--- src/rtl/gpio_input_capture.sv ---
// Board switch/pushbutton capture: synchronizes and debounces SW and KEY, then exposes
// their state, sticky change events, an interrupt mask and a press counter as four registers.
module gpio_input_capture #(
  parameter int unsigned DEBOUNCE_CYCLES = 500000,
  parameter int unsigned SYNC_STAGES     = 2
) (
  input  logic        CLK,
  input  logic        RST,
  input  logic [17:0] SW,
  input  logic [3:0]  KEY,
  input  logic [10:0] address,
  input  logic        MemGPIOWrite,
  input  logic [31:0] write_data,
  output logic [31:0] read_data_GPIO,
  output logic        irq
);

  localparam int unsigned N_IN    = 22;
  localparam logic [19:0] DB_LAST = 20'(DEBOUNCE_CYCLES - 1);
  // KEY is active-low, so its idle (released) level is 1.
  localparam logic [21:0] IN_IDLE = {4'hF, 18'h0};

  localparam logic [1:0] A_DATA  = 2'd0;
  localparam logic [1:0] A_EVENT = 2'd1;
  localparam logic [1:0] A_IRQEN = 2'd2;
  localparam logic [1:0] A_CNT   = 2'd3;

  function automatic logic [2:0] press_count(input logic [3:0] p);
    press_count = 3'(p[0]) + 3'(p[1]) + 3'(p[2]) + 3'(p[3]);
  endfunction

  logic [SYNC_STAGES-1:0][21:0] sync_p0;
  logic [21:0]                  synced_p0;
  logic [19:0]                  db_cnt_p1 [N_IN];
  logic [21:0]                  stable_p1;
  logic [21:0]                  state_p1;
  logic [21:0]                  state_p2;
  logic [21:0]                  ev_set;
  logic [2:0]                   npress;
  logic [21:0]                  event_r;
  logic [21:0]                  irq_en_r;
  logic [15:0]                  count_r;
  logic [31:0]                  rd_mux;
  logic                         ev_wr;
  logic                         en_wr;
  logic                         cnt_wr;
  logic                         unused_bits;

  assign unused_bits = ^{address[10:4], address[1:0], write_data[31:22]};

  // Stage p0: metastability synchronizers
  always_ff @(posedge CLK) begin
    if (RST) begin
      sync_p0 <= {SYNC_STAGES{IN_IDLE}};
    end else begin
      sync_p0[0] <= {KEY, SW};
      for (int s = 1; s < SYNC_STAGES; s++) sync_p0[s] <= sync_p0[s-1];
    end
  end

  assign synced_p0 = sync_p0[SYNC_STAGES-1];

  // Stage p1: per-input debounce, accepts a change after DEBOUNCE_CYCLES of disagreement
  always_ff @(posedge CLK) begin
    if (RST) begin
      stable_p1 <= IN_IDLE;
      for (int i = 0; i < N_IN; i++) db_cnt_p1[i] <= 20'd0;
    end else begin
      for (int i = 0; i < N_IN; i++) begin
        if (synced_p0[i] == stable_p1[i]) begin
          db_cnt_p1[i] <= 20'd0;
        end else if (db_cnt_p1[i] == DB_LAST) begin
          stable_p1[i] <= synced_p0[i];
          db_cnt_p1[i] <= 20'd0;
        end else begin
          db_cnt_p1[i] <= db_cnt_p1[i] + 20'd1;
        end
      end
    end
  end

  assign state_p1 = {~stable_p1[21:18], stable_p1[17:0]};
  // Keys report presses only; switches report both directions.
  assign ev_set   = {state_p1[21:18] & ~state_p2[21:18], state_p1[17:0] ^ state_p2[17:0]};
  assign npress   = press_count(ev_set[21:18]);

  assign ev_wr  = MemGPIOWrite && (address[3:2] == A_EVENT);
  assign en_wr  = MemGPIOWrite && (address[3:2] == A_IRQEN);
  assign cnt_wr = MemGPIOWrite && (address[3:2] == A_CNT);

  always_comb begin
    rd_mux = 32'd0;
    case (address[3:2])
      A_DATA:  rd_mux = {10'd0, state_p1};
      A_EVENT: rd_mux = {10'd0, event_r};
      A_IRQEN: rd_mux = {10'd0, irq_en_r};
      A_CNT:   rd_mux = {16'd0, count_r};
      default: rd_mux = 32'd0;
    endcase
  end

  // Stage p2: edge detect, register file, interrupt and read port
  always_ff @(posedge CLK) begin
    if (RST) begin
      state_p2       <= 22'd0;
      event_r        <= 22'd0;
      irq_en_r       <= 22'd0;
      count_r        <= 16'd0;
      irq            <= 1'b0;
      read_data_GPIO <= 32'd0;
    end else begin
      state_p2 <= state_p1;
      // A new event wins over a simultaneous write-one-to-clear.
      event_r  <= (ev_wr ? (event_r & ~write_data[21:0]) : event_r) | ev_set;
      if (en_wr) irq_en_r <= write_data[21:0];
      count_r  <= cnt_wr ? {13'd0, npress} : (count_r + {13'd0, npress});
      irq            <= |(event_r & irq_en_r);
      read_data_GPIO <= rd_mux;
    end
  end

endmodule

--- config.mk ---
export PLATFORM = sky130hd
export DESIGN_NAME = gpio_input_capture
export DESIGN_NICKNAME = d
export VERILOG_FILES = /design/src/rtl/gpio_input_capture.sv
export SDC_FILE = /design/constraint.sdc
export NUM_CORES = 1
export LEC_CHECK = 0
export BUFFER_PORTS_ARGS = -buffer_cell sky130_fd_sc_hd__buf_2
export CAP_MARGIN = 10
export CORE_MARGIN = 2
export CORE_UTILIZATION = 30
export CTS_CLUSTER_SIZE = 10
export DETAILED_ROUTE_END_ITERATION = 10
export PLACE_DENSITY = 0.51
export SETUP_SLACK_MARGIN = 0.5
export SKIP_CTS_REPAIR_TIMING = 1
export SLEW_MARGIN = 10
export SYNTH_ARGS = -nofsm -noshare
export SYNTH_HDL_FRONTEND = slang
export SYNTH_SLANG_ARGS = --single-unit
--- constraint.sdc ---
create_clock -name CLK -period 3.2 [get_ports CLK]
set_clock_uncertainty 0.15 [all_clocks]
set_input_delay 0.64 -clock CLK [delete_from_list [all_inputs] [get_ports CLK]]
set_output_delay 0.64 -clock CLK [all_outputs]
set_load 0.01 [all_outputs]
After elaboration in Yosys (flattened, before gate mapping)
Memory sizes are Yosys's and may differ from the RTL's.
Index checks and enable logic that the tools add are counted.
{"block": "totals", "ff_bits": 181, "ram_bits": 440, "input_bits": 68, "output_inout_bits": 33, "mem_count": 1}
{"block": "op_classes", "n_addsub": 26, "n_eq_ne": 47, "n_mux": 313, "bitwise_logic": 96, "n_reduce_logical": 28}
{"memory": "db_cnt_p1", "depth": 22, "word_bits": 20, "read_ports": 22, "rd_ports_with_merged_regs": 0, "wr": 22, "line": "34", "source": "logic [19:0] db_cnt_p1 [N_IN];"}
{"cell": "$mux 20", "count": 66}
{"cell": "$add 20x1->20 const B", "count": 22}
{"cell": "$eq 20x19->1 const B", "count": 22}
{"cell": "$mux 1", "count": 244}
{"cell": "$pmux 32 s4", "count": 1}
{"cell": "$or 1x1->1", "count": 66}
{"cell": "$and 22x22->22", "count": 2}
{"cell": "$reduce_and 2->1", "count": 22}
{"cell": "$eq 1x1->1", "count": 22}
{"cell": "$mux 22", "count": 1}
{"cell": "$not 1->1", "count": 22}
{"cell": "$not 22->22", "count": 1}
{"cell": "$or 22x22->22", "count": 1}
{"cell": "$reduce_or 22->1", "count": 1}
{"cell": "$xor 18x18->18", "count": 1}
{"cell": "$add 16x3->16", "count": 1}
{"cell": "$not 4->4", "count": 2}
{"cell": "$and 4x4->4", "count": 1}
{"cell": "$eq 2x2->1 const B", "count": 2}
{"cell": "$add 2x1->3", "count": 1}
{"cell": "$add 3x1->3", "count": 1}
{"cell": "$logic_and 1x1->1", "count": 3}
{"cell": "$mux 3", "count": 1}
{"cell": "$add 1x1->2", "count": 1}
{"cell": "other kinds (3)", "count": 3}

Logic depth before layout (Yosys ltp)
{"block": "depth", "word_depth": 7, "mapped_depth": 10, "ltp_nobuf": 10}

Worst setup path after synthesis
OpenSTA, ideal clock, no wires.
{"block": "synth_timing", "path_kind": "register to register", "start": "register stable_p1[19]", "end": "register count_r[12]", "setup_ps": 71, "arrival_time_ps": 2751, "t_required_ps": 2979, "slack_ps": 228, "path_stages_with_launch": 11, "cell_sequence": "dfxtp_1 > nor2_1 > fa_1 > ha_1 > ha_1 > inv_1 > fa_1 > nor2b_1 > nor2_1 > or4_1 > a21oi_1"}
{"block": "synth_via", "elab_chain_len": 6}
{"element": "start: declaration", "line": "35", "source": "logic [21:0] stable_p1;"}
{"element": "start signal: indexed assignment", "line": "73", "source": "stable_p1[i] <= synced_p0[i];"}
{"element": "$not 4->4", "line": "82", "source": "assign state_p1 = {~stable_p1[21:18], stable_p1[17:0]};"}
{"element": "$and 4x4->4", "line": "84", "source": "assign ev_set = {state_p1[21:18] & ~state_p2[21:18], state_p1[17:0] ^ state_p2[17:0]};"}
{"element": "$add 1x1->2", "line": "29", "source": "press_count = 3'(p[0]) + 3'(p[1]) + 3'(p[2]) + 3'(p[3]);"}
{"element": "$add 2x1->3", "line": "29"}
{"element": "$add 3x1->3", "line": "29"}
{"element": "$add 16x3->16", "line": "116", "source": "count_r <= cnt_wr ? {13'd0, npress} : (count_r + {13'd0, npress});"}
{"element": "end signal: assignment", "line": "116"}
{"element": "end: declaration", "line": "42", "source": "logic [15:0] count_r;"}
No other way between the ends.
A chain may end at the register's enable or synchronous reset.

Final worst setup path
{"block": "layout_timing", "start": "register stable_p1[18]", "end": "register count_r[12]"}
Same word-level chain as after synthesis.

==> metrics.md <==
| Metric | Value |
|---|---|
| Status | `completed` |
| Yosys cell types | `slightly below 70` |
| Crit-path max FO | `5` |
| Main synth FF type | `edfxtp_1` |
| Final-stage net count | `3601` |
| CTS tree | `yes` |
| Initial Util | `between 30 and 40%` |
| Data arrival, critical path | `approximately 3.2 ns` |
| Metal2 WL | `about 28000 um` |
| Clk Latency, worst-skew pair | `roughly 0.63 ns` |
| Die height | `around 320 um` |
| CP Data Required Time | `3.60 ns` |
| Gr ovfl total | `0` |
| Post-layout min period | `around 2.8 ns` |
| Register-to-Register Path Depth | `10` |
| Synthesis-to-finish area growth | `20.02%` |
| CTS max path bufs | `3` |
| Max transition margin | `a little over half` |
| Max Used Layer | `met5` |
| Fill count | `10358` |
| Final Hold Fails | `0` |
| Area share of the largest cell type after synthesis | `~43%` |
| Worst Max-Slew Pin Slew | `0.6835 ns` |
| Pin count of the biggest net entering global routing | `54` |
| Final setup fails | `0` |
| Hold Crit Endpoint | `sync_p0[13]$_SDFF_PP0_` |
| Max-cap viol count | `0` |
| Row count | `about 120` |
| Terminus of the critical flop-to-flop path | `count_r[12]$_SDFF_PP0_` |
| Share of cells above drive strength 1 | `roughly 8.3%` |
| Yosys top cell by area | `edfxtp_1` |
| Full die area | `about 110000 sq um` |
| VDD IR-drop max | `around 320 uV` |
| Io pins | `around 100` |
| First-pass GRT wire length | `about 110000 um` |
| Post-synth EDFFs | `between 400 and 500` |
| Total negative setup slack | `0 ns` |
| Asr flop ratio synth | `0%` |
| Final worst path period share | `~88%` |
| Initial antenna violation count | `19` |
| Top post-synthesis cells by area | `edfxtp_1, dfxtp_1, nor2_1` |
| R2R Setup Slk | `about 0.37 ns` |
| CTS Buf Count | `between 70 and 80` |
| Reg-to-Reg Start | `stable_p1[18]$_SDFFE_PP1N_` |
| Fmax | `between 300 and 400 MHz` |
| RSZ-0062 raised after global routing | `yes` |
| Sequential fraction of the synthesis area | `approximately 54%` |
| FF+latch count, synth | `a little over 600` |
| Port Buf Inserts | `between 70 and 80` |
| Total Routing Usage GR | `between 10% and 20%` |
| Clk slew on worst S/H paths | `roughly 0.060 ns` |
| Die span in x | `around 320 um` |
| Detailed Place HPWL | `~47000 um` |
| Hold Startpoint | `SW[13]` |
| # H-tree levels | `3` |
| DR pass1 iterations | `5` |
| Antenna viol nets, final | `0` |
| Ys Warns | `0` |
| Met3 wire length | `between 3000 and 4000 um` |
| Final max-slew violation count | `0` |
| WL met1 | `roughly 34000 um` |
| Vias | `between 20000 and 25000` |
| Drt via density | `between 4 and 5` |
| Number of global-route vias before repair | `approximately 21000` |
| DRC Markers | `0` |
| DRT iter0 DRCs | `about 1300` |
| Hold Path Depth | `2` |
| Crit end category | `register` |
| Placeable Area | `101700 sq um` |
| Cell leakage power | `about 13 nW` |
| Final RePlAce weighted congestion | `0.7835` |
| Final wirelength | `67350 um` |
| Root buf cell | `clkbuf_16` |
| Synthesized area per cell | `10.36 sq um` |
| Gate Count Post-Synth | `about 3000` |
| CTS Sinks | `just over 600` |
| CP Class | `register to register` |
| Wire length per cell | `13.64 um` |
| Post-Synthesis Cell Area | `roughly 31000 sq um` |
| Pwr dens | `489.4 nW/um^2` |
| Power Total | `18.08 mW` |
| HP Class | `input pin to register` |
| CP startpoint kind | `register` |
## placed cells by master (no fill, tap or decap), types with 7 or more instances in the layout
| master | Yosys | layout |
|---|---|---|
| or2_2 | 11 | 11 |
| mux4_2 | 16 | 16 |
| nand4b_1 | 7 | 7 |
| xnor2_1 | 149 | 149 |
| o21ai_0 | 94 | 93 |
| nor3_1 | 58 | 58 |
| nor2_1 | 405 | 400 |
| edfxtp_1 | 440 | 440 |
| clkbuf_8 | 0 | 10 |
| nor4b_1 | 19 | 19 |
| and2_1 | 29 | 29 |
| conb_1 | 2 | 450 |
| xor2_1 | 172 | 172 |
| or4b_2 | 10 | 10 |
| nor4_1 | 43 | 43 |
| clkbuf_1 | 68 | 36 |
| buf_4 | 11 | 38 |
| o31ai_1 | 51 | 51 |
| nand3_1 | 143 | 143 |
| inv_1 | 75 | 74 |
| ha_1 | 27 | 23 |
| dfxtp_1 | 171 | 168 |
| clkinv_1 | 1 | 8 |
| a22oi_1 | 9 | 9 |
| or4_1 | 76 | 74 |
| clkbuf_16 | 0 | 80 |
| nor2b_1 | 67 | 66 |
| buf_2 | 22 | 70 |
| and3_1 | 31 | 31 |
| or3_1 | 87 | 87 |
| nand2_1 | 210 | 210 |
| a21oi_1 | 190 | 187 |
| nand4_1 | 132 | 132 |
| and4_1 | 46 | 46 |
| or4b_1 | 8 | 8 |
## routing by layer
metal | vias to the layer above | global-route usage (%)
li1 | 11573 | -
met1 | 10616 | 18.74
met2 | 278 | 19.29
met3 | 107 | 3.144
met4 | 18 | 3.549
met5 | - | 0
## worst max-delay path by stage
stage	start	to	slack (ns)	cells past startpoint
after floorplan	stable_p1[19]$_SDFFE_PP1N_	count_r[11]$_SDFF_PP0_	0.50	10
after global placement	stable_p1[18]$_SDFFE_PP1N_	count_r[12]$_SDFF_PP0_	0.34	10
after detailed placement	stable_p1[18]$_SDFFE_PP1N_	count_r[15]$_SDFF_PP0_	0.35	9
after CTS	stable_p1[18]$_SDFFE_PP1N_	count_r[12]$_SDFF_PP0_	0.32	10
after global routing	stable_p1[18]$_SDFFE_PP1N_	count_r[12]$_SDFF_PP0_	0.29	10
final	stable_p1[18]$_SDFFE_PP1N_	count_r[12]$_SDFF_PP0_	0.37	10
## state kept, by name (all words and copies together) (netlist names)
name,flops
count_r,16
db_cnt_p1,440
event_r,22
irq,1
irq_en_r,22
read_data_GPIO,22
stable_p1,22
state_p2,22
sync_p0,22
synced_p0,22
## where the power goes
part | internal (mW) | switching [mW] | leakage (nW)
Clock | 4.93 | 3.38 | 1.17
Sequential | 8.76 | 0.302 | 5.93
Combinational | 0.272 | 0.424 | 5.63
Total | 14.0 | 4.11 | 12.7
## critical path: stages, from the launching register on
cell,delay (ns)
dfxtp_4,0.39
nor2_4,0.05
fa_1,0.52
ha_4,0.19
ha_4,0.27
inv_2,0.04
fa_2,0.38
nor2b_4,0.16
nor2_4,0.05
or4_4,0.42
a21oi_2,0.13
## synthesized netlist by cell type, types with 4 or more instances
cell	count
edfxtp_1	440
nor2_1	405
nand2_1	210
a21oi_1	190
xor2_1	172
dfxtp_1	171
xnor2_1	149
nand3_1	143
nand4_1	132
o21ai_0	94
or3_1	87
or4_1	76
inv_1	75
clkbuf_1	68
nor2b_1	67
nor3_1	58
o31ai_1	51
and4_1	46
nor4_1	43
and3_1	31
and2_1	29
ha_1	27
buf_2	22
nor4b_1	19
mux4_2	16
buf_4	11
or2_2	11
or4b_2	10
a22oi_1	9
or4b_1	8
nand4b_1	7
o21a_1	6
o21ai_1	5
o21bai_1	5
or3b_2	5
a21o_1	4
buf_1	4
buf_6	4
mux2i_1	4
nand2b_1	4
nand4bb_1	4
nor3b_1	4
## layout make-up
cell class,count,area [sq um],area share (%)
Antenna cell,2,5.005,0.01355
Clock buffer,126,2275,6.158
Clock inverter,17,137.6,0.3726
Inverter,76,285.3,0.7723
Multi-Input combinational cell,2624,15150,41.02
Sequential cell,611,16640,45.06
Tap cell,1368,1712,4.634
Timing Repair Buffer,113,726.9,1.968
## cell families after synthesis
kind of cell | after synthesis | synth area share (%)
DFF | 611 | 54.06
adders and majority gates | 29 | 1.228
and+or+nand+nor | 1414 | 24.34
other | 2 | 0.02440
muxes | 23 | 1.411
buffers and inverters | 185 | 2.578
AOI/OAI and AO/OA | 386 | 7.225
xor gates and xnor gates | 321 | 9.135
## through the flow
stage	hold slack [ns]	utilization (%)	area, sq um	setup slack [ns]	std cells
finish	0.06885	36.30	36940	0.3709	4937
global route	0.05113	36.30	36930	0.2919	4936
CTS	0.006372	36.17	36800	0.3218	4928
detailed placement	0.2522	33.80	34390	0.3492	4785
global placement	0.2578	33.80	34390	0.3380	4785
floorplan	0.2395	-	32540	0.5033	3419
Note: power is estimated with default switching activity, not from simulation.
